### src/rtl/aes_shiftrows_iter.sv
// rtl/aes_shiftrows_iter.sv - round-iterative ShiftRows/InvShiftRows engine with valid/ready handshake
module aes_shiftrows_iter #(
  parameter int NB = 4,
  parameter int W  = 32*NB
) (
  input  logic         clk,
  input  logic         rst,
  input  logic         in_valid,
  output logic         in_ready,
  input  logic [0:W-1] in_data,
  input  logic         inverse,
  input  logic         single,
  input  logic [1:0]   key_size,
  output logic         out_valid,
  input  logic         out_ready,
  output logic [0:W-1] out_data,
  output logic         busy,
  output logic [3:0]   round_cnt
);

  // Row offsets exist only for 4..8 columns; W is derived from NB.
  if (NB < 4 || NB > 8) begin : g_bad_nb
    $error("aes_shiftrows_iter: NB must be in 4..8");
  end
  if (W != 32*NB) begin : g_bad_w
    $error("aes_shiftrows_iter: W must equal 32*NB");
  end

  // Row offsets C1..C3; row 0 never moves.
  localparam int C1 = 1;
  localparam int C2 = (NB == 8) ? 3 : 2;
  localparam int C3 = (NB >= 7) ? 4 : 3;

  typedef enum logic [1:0] {
    S_IDLE = 2'd0,
    S_RUN  = 2'd1,
    S_DONE = 2'd2
  } state_t;

  state_t       state;
  state_t       state_nxt;
  logic         inv_q;
  logic [3:0]   n_q;
  logic [3:0]   n_sel;
  logic [0:W-1] shifted;
  logic         accept;
  logic         last_round;

  assign in_ready   = (state == S_IDLE);
  assign busy       = (state == S_RUN);
  assign out_valid  = (state == S_DONE);
  assign accept     = in_valid && in_ready;
  assign last_round = ((round_cnt + 4'd1) == n_q);

  // Number of shifts for the job being offered.
  always_comb begin
    n_sel = 4'd10;
    if (single) begin
      n_sel = 4'd1;
    end else begin
      case (key_size)
        2'b00:   n_sel = 4'd10;
        2'b01:   n_sel = 4'd12;
        default: n_sel = 4'd14;
      endcase
    end
  end

  // One forward or inverse row shift of the working register.
  always_comb begin
    shifted = '0;
    for (int c = 0; c < NB; c++) begin
      for (int r = 0; r < 4; r++) begin
        int off;
        int src;
        off = (r == 0) ? 0 : (r == 1) ? C1 : (r == 2) ? C2 : C3;
        src = inv_q ? ((c - off + NB) % NB) : ((c + off) % NB);
        shifted[8*(4*c+r) +: 8] = out_data[8*(4*src+r) +: 8];
      end
    end
  end

  // State register.
  always_ff @(posedge clk) begin
    if (rst) begin
      state <= S_IDLE;
    end else begin
      state <= state_nxt;
    end
  end

  // Next-state logic.
  always_comb begin
    state_nxt = state;
    case (state)
      S_IDLE:  if (accept) state_nxt = S_RUN;
      S_RUN:   if (last_round) state_nxt = S_DONE;
      S_DONE:  if (out_ready) state_nxt = S_IDLE;
      default: state_nxt = S_IDLE;
    endcase
  end

  // Working register, latched mode and round counter.
  always_ff @(posedge clk) begin
    if (rst) begin
      out_data  <= '0;
      inv_q     <= 1'b0;
      n_q       <= 4'd0;
      round_cnt <= 4'd0;
    end else begin
      if (accept) begin
        out_data  <= in_data;
        inv_q     <= inverse;
        n_q       <= n_sel;
        round_cnt <= 4'd0;
      end else if (state == S_RUN) begin
        out_data  <= shifted;
        round_cnt <= round_cnt + 4'd1;
      end
    end
  end

endmodule

### config.mk
export PLATFORM = sky130hd
export DESIGN_NAME = aes_shiftrows_iter
export DESIGN_NICKNAME = d
export VERILOG_FILES = /design/src/rtl/aes_shiftrows_iter.sv
export SDC_FILE = /design/constraint.sdc
export NUM_CORES = 1
export LEC_CHECK = 0
export CAP_MARGIN = 20
export CORE_ASPECT_RATIO = 0.9
export CORE_MARGIN = 3
export CORE_UTILIZATION = 39
export DETAILED_ROUTE_END_ITERATION = 8
export PLACE_DENSITY = 0.78
export SLEW_MARGIN = 10
export SYNTH_ARGS = -nofsm -noshare
export SYNTH_HDL_FRONTEND = slang
export SYNTH_SLANG_ARGS = --single-unit
### constraint.sdc
create_clock -name clk -period 1.4 [get_ports clk]
set_input_delay 0.28 -clock clk [delete_from_list [all_inputs] [get_ports clk]]
set_output_delay 0.28 -clock clk [all_outputs]
set_load 0.03 [all_outputs]
Word-level counts from Yosys, hierarchy flattened
Cells that the tools add are included.
W data, S select, Z words.
- equal/unequal tests: 7
- reductions and logical operators: 6
- shifts and indexed selects: 8
- bitwise operators: 8
- multiplexer cells: 12
- add/subtract/negate cells: 9
- operators by type and width (cell ; count):
    $shiftx A128 B32 Y129 ; 8
    $not A8 Y32 ; 5
    $mux W128 ; 1
    $mux W120 ; 1
    $not A32 Y32 ; 3
    $add A29 B2 Y29 const B ; 1
    $add A29 B3 Y29 const B ; 1
    $add A4 B1 Y5 const B ; 3
    $add A4 B2 Y5 const B ; 3
    $mux W2 ; 7
    $ne A2 B1 Y1 const B ; 3
    $pmux W2 S3 ; 1
    $pmux W3 S2 ; 1
    $add A4 B1 Y4 const B ; 1
    $eq A2 B1 Y1 const B ; 2
    $eq A4 B4 Y1 ; 1
    $logic_not A2 Y1 ; 2
    $mux W4 ; 1
    $reduce_and A3 Y1 ; 1
    $eq A2 B2 Y1 const B ; 1
    $reduce_bool A2 Y1 ; 1
    $reduce_or A2 Y1 ; 1
    $logic_and A1 B1 Y1 ; 1
- bits of input ports: 136
- output and inout bits: 135
- flip-flop bits (word level): 139

Longest topological paths before layout
- depth after elaboration: 6
- mapped depth: 7
- depth with buffers taken out: 5

Worst setup path after synthesis
No wires, ideal clock.
- kind: flip-flop to flip-flop
- from: register round_cnt[0]
- to: register state[0]
- arrival: 1.372 ns
- cell stages (with the launch flop): 6
- setup time: 0.132 ns
- slack: -0.103 ns
- clock period less this slack: 1.503 ns
- data required time: 1.268 ns
- cells stage by stage: dfxtp_1 -> ha_1 -> xor2_1 -> nor2_1 -> and4_1 -> nor3_1
- longest elaborated chain between the ends: 4
- RTL lines (element ; line ; text):
    start: declaration ; 18 ; output logic [3:0] round_cnt
    start signal: assignment ; 118 ; round_cnt <= round_cnt + 4'd1;
    $add A4 B1 Y4 ; 53 ; assign last_round = ((round_cnt + 4'd1) == n_q);
    $eq A4 B4 Y1 ; 53 ;
    $ne A2 B1 Y1 (no line) ; -- ;
    $reduce_and A3 Y1 (no line) ; -- ;
    end signal: assignment ; 88 ; state <= state_nxt;
    end: declaration ; 40 ; state_t state;
Every way passes these cells.
A chain may end at the register's enable or synchronous reset.

Worst setup path after layout
- from: register state[0]
- to: output busy
- longest elaborated chain between the ends: 1
- RTL lines (element ; line ; text):
    $eq A2 B1 Y1 ; 50 ; assign busy = (state == S_RUN);
    end: declaration ; 17 ; output logic busy,
Every way passes these cells.

==> results.sh <==
export IMPL_place_detailed_hpwl_um=14600
export IMPL_dr_pass1_iters=4
export IMPL_h_tree_depth=4
export IMPL_finalPower_mw=13.4
export IMPL_core_area_um2=15600
export IMPL_worst_setup_path_start_kind="flop"
export IMPL_tightest_slew_ns=0.366
export IMPL_viasPerCell=5.23
export IMPL_cp_end_kind="primary output"
export IMPL_grt_max_degree=37
export IMPL_synth_seq_cells=139
export IMPL_synth_fp_nets=905
export IMPL_synth_compound_area_frac=0.222
export IMPL_drtIter0Drc=286
export IMPL_synth_xor_area_frac=0.0125
export IMPL_holdCritPathClass="in2reg"
export IMPL_cts_buffers=17
export IMPL_numClockSinks=139
export IMPL_vdd_drop_max_uv=1080
export IMPL_die_area_um2=17700
export IMPL_synth_top_family_by_area="compound AO/OA/AOI/OAI gates"
export IMPL_synth_cell_types=24
export IMPL_fillers=1263
export IMPL_synthFlopType="dfxtp_1"
export IMPL_drive_gt1_frac=0.247
export IMPL_cts_root_buf="clkbuf_16"
export IMPL_synthCells=768
export IMPL_worstPathMaxFanout=4
export IMPL_hold_viol_final=0
export IMPL_grt_usage=0.226
export IMPL_pre_cts_ws_ns=-0.410
export IMPL_syn_area_um2=6300
export IMPL_worstSetupPathType="reg2out"
export IMPL_cap_violations=0
export IMPL_antennaDiodeCount=0
export IMPL_path_clk_slew_ns=0.05
export IMPL_async_reset_ff_frac=0
export IMPL_vias=6689
export IMPL_overflow=0
export IMPL_skew_ns=0.00869
export IMPL_cts_buffer_depth=2
export IMPL_syn_area_per_cell_um2=8.21
export IMPL_cts_tree="yes"
export IMPL_die_h_um=127
export IMPL_area_growth_pct=66.6
export IMPL_finalWeightedCongestion=0.807
export IMPL_port_buffers=270
export IMPL_p_per_area_nw_per_um2=1280
export IMPL_hold_slack_ns=0.274
export IMPL_die_x_um=140
export IMPL_outcome="complete, but fails checks"
export IMPL_mostFrequentLayoutCell="nand2_1"
export IMPL_leakage_nw=4.04
export IMPL_setup_slack_ns=-0.0730
export IMPL_ys_seq_area_frac=0.441
export IMPL_antenna_found_initial=0
export IMPL_muxShareOfSynthArea=0.103
export IMPL_rsz0062_at_grt="yes"
export IMPL_route_detailed_drc=0
export IMPL_ant_nets=0
export IMPL_maxSlewHeadroom=0.756
export IMPL_drt_wirelength_per_cell_um=16.7
export IMPL_required_ns=1.12
export IMPL_fmax_mhz=679
export IMPL_layout_common_cells="nand2_1, dfxtp_1, clkdlybuf4s50_1, a21oi_1, mux2i_1"
export IMPL_pin_count=271
export IMPL_fp_row_count=43
export IMPL_grt_first_pass_wirelength_um=32800
export IMPL_yosys_area_share_adder=0.00198
export IMPL_slew_viol_final=0
export IMPL_initial_core_util=0.404
export IMPL_nets=1204
export IMPL_yosys_area_share_simple=0.158
export IMPL_period_share=1.05
export IMPL_clk_latency_ns=0.41
export IMPL_fin_tns_setup_ns=-0.253
export IMPL_fin_crit_ns=1.47
export IMPL_arrival_ns=1.19
export IMPL_violations="negative setup slack"
export IMPL_wl_um=21400
export IMPL_hold_buffers=0
export IMPL_yosys_warnings=0
export IMPL_grt_pass1_vias=6522
export IMPL_synth_edf_count=0
export IMPL_setup_violations=15
-- synthesized netlist by cell type, drive strengths merged, types with 4 or more instances --
library cell	count	area, um^2
clkbuf	22	82.6
a21oi	132	661
dfxtp	139	2780
mux2i	65	651
buf	49	305
nor3	7	35.0
xnor2	5	43.8
xor2	4	35.0
o211ai	64	480
nor2b	4	25.0
nor2	8	32.5
nand2	229	860
a22oi	32	240
-- sequential cells by signal, summed over array words and instances (netlist names) --
name	count
out_data	128
round_cnt	4
inv_q	1
state	2
n_q	4
-- through the flow --
stage | util | cells | cell area, um^2
after global placement | 0.630 | 1241 | 9830
after detailed placement | 0.630 | 1241 | 9830
after floorplan | - | 768 | 6310
after global routing | 0.673 | 1279 | 10500
final | 0.673 | 1279 | 10500
after CTS | 0.669 | 1273 | 10400
-- layer usage --
layer / track usage / wire length (um) / share of wire / vias up
met3: 0.0859 / 2120 / 0.099 / 29
met4: 0.0746 / 425 / 0.020 / 0
li1: - / - / - / 3282
met5: 0 / 0 / 0 / -
met1: 0.269 / 8470 / 0.40 / 3105
met2: 0.377 / 10400 / 0.48 / 273
-- cell families (layout without fill, tap and decap cells) --
family | count (synthesis) | in the layout
xor+xnor | 9 | 9
mux | 65 | 65
simple gates | 253 | 253
compound gates | 230 | 230
flops | 139 | 139
fa+ha+maj | 1 | 1
buf+inv | 71 | 380
-- final cells by class --
cell class | count | area [um^2] | share of cell area
clock inverters | 8 | 96.3 | 0.00918
flip-flops and latches | 139 | 2800 | 0.266
clock buffers | 21 | 460 | 0.0439
repair buffers | 351 | 3670 | 0.350
well taps | 202 | 253 | 0.0241
multi-input cells | 558 | 3220 | 0.307
-- report_power, final --
group / switching (mW) / internal [mW]
combinational: 2.30 / 2.04
sequential: 0.376 / 4.37
clock: 1.65 / 2.68
total: 4.32 / 9.08
-- path summary, 6_finish.rpt --
kind / slack, ns / depth (start not counted) / end / from
setup / recovery: -0.07 / 3 / busy / state[0]$_SDFFE_PP0P_
hold / removal: 0.27 / 2 / n_q[1]$_SDFFE_PP0P_ / rst
setup reg to reg: -0.02 / 4 / out_data[110]$_SDFFE_PP0P_ / state[1]$_SDFFE_PP0P_
hold reg to reg: 0.45 / 2 / out_data[4]$_SDFFE_PP0P_ / out_data[4]$_SDFFE_PP0P_
-- worst max-delay path, stage by stage, from the launching register on --
cell     delay, ns
dfxtp_4       0.37
nor2b_4       0.18
buf_12        0.12
buf_8         0.11
-- what timing repair did --
action                                  4_1_cts  5_1_grt
endpoints found under the setup margin      159      122
resized for setup                           374       63
cloned                                        0        5
pin swaps                                     0       37
buffers inserted                              3        1
No activity file was read; power rests on OpenSTA's default activity.
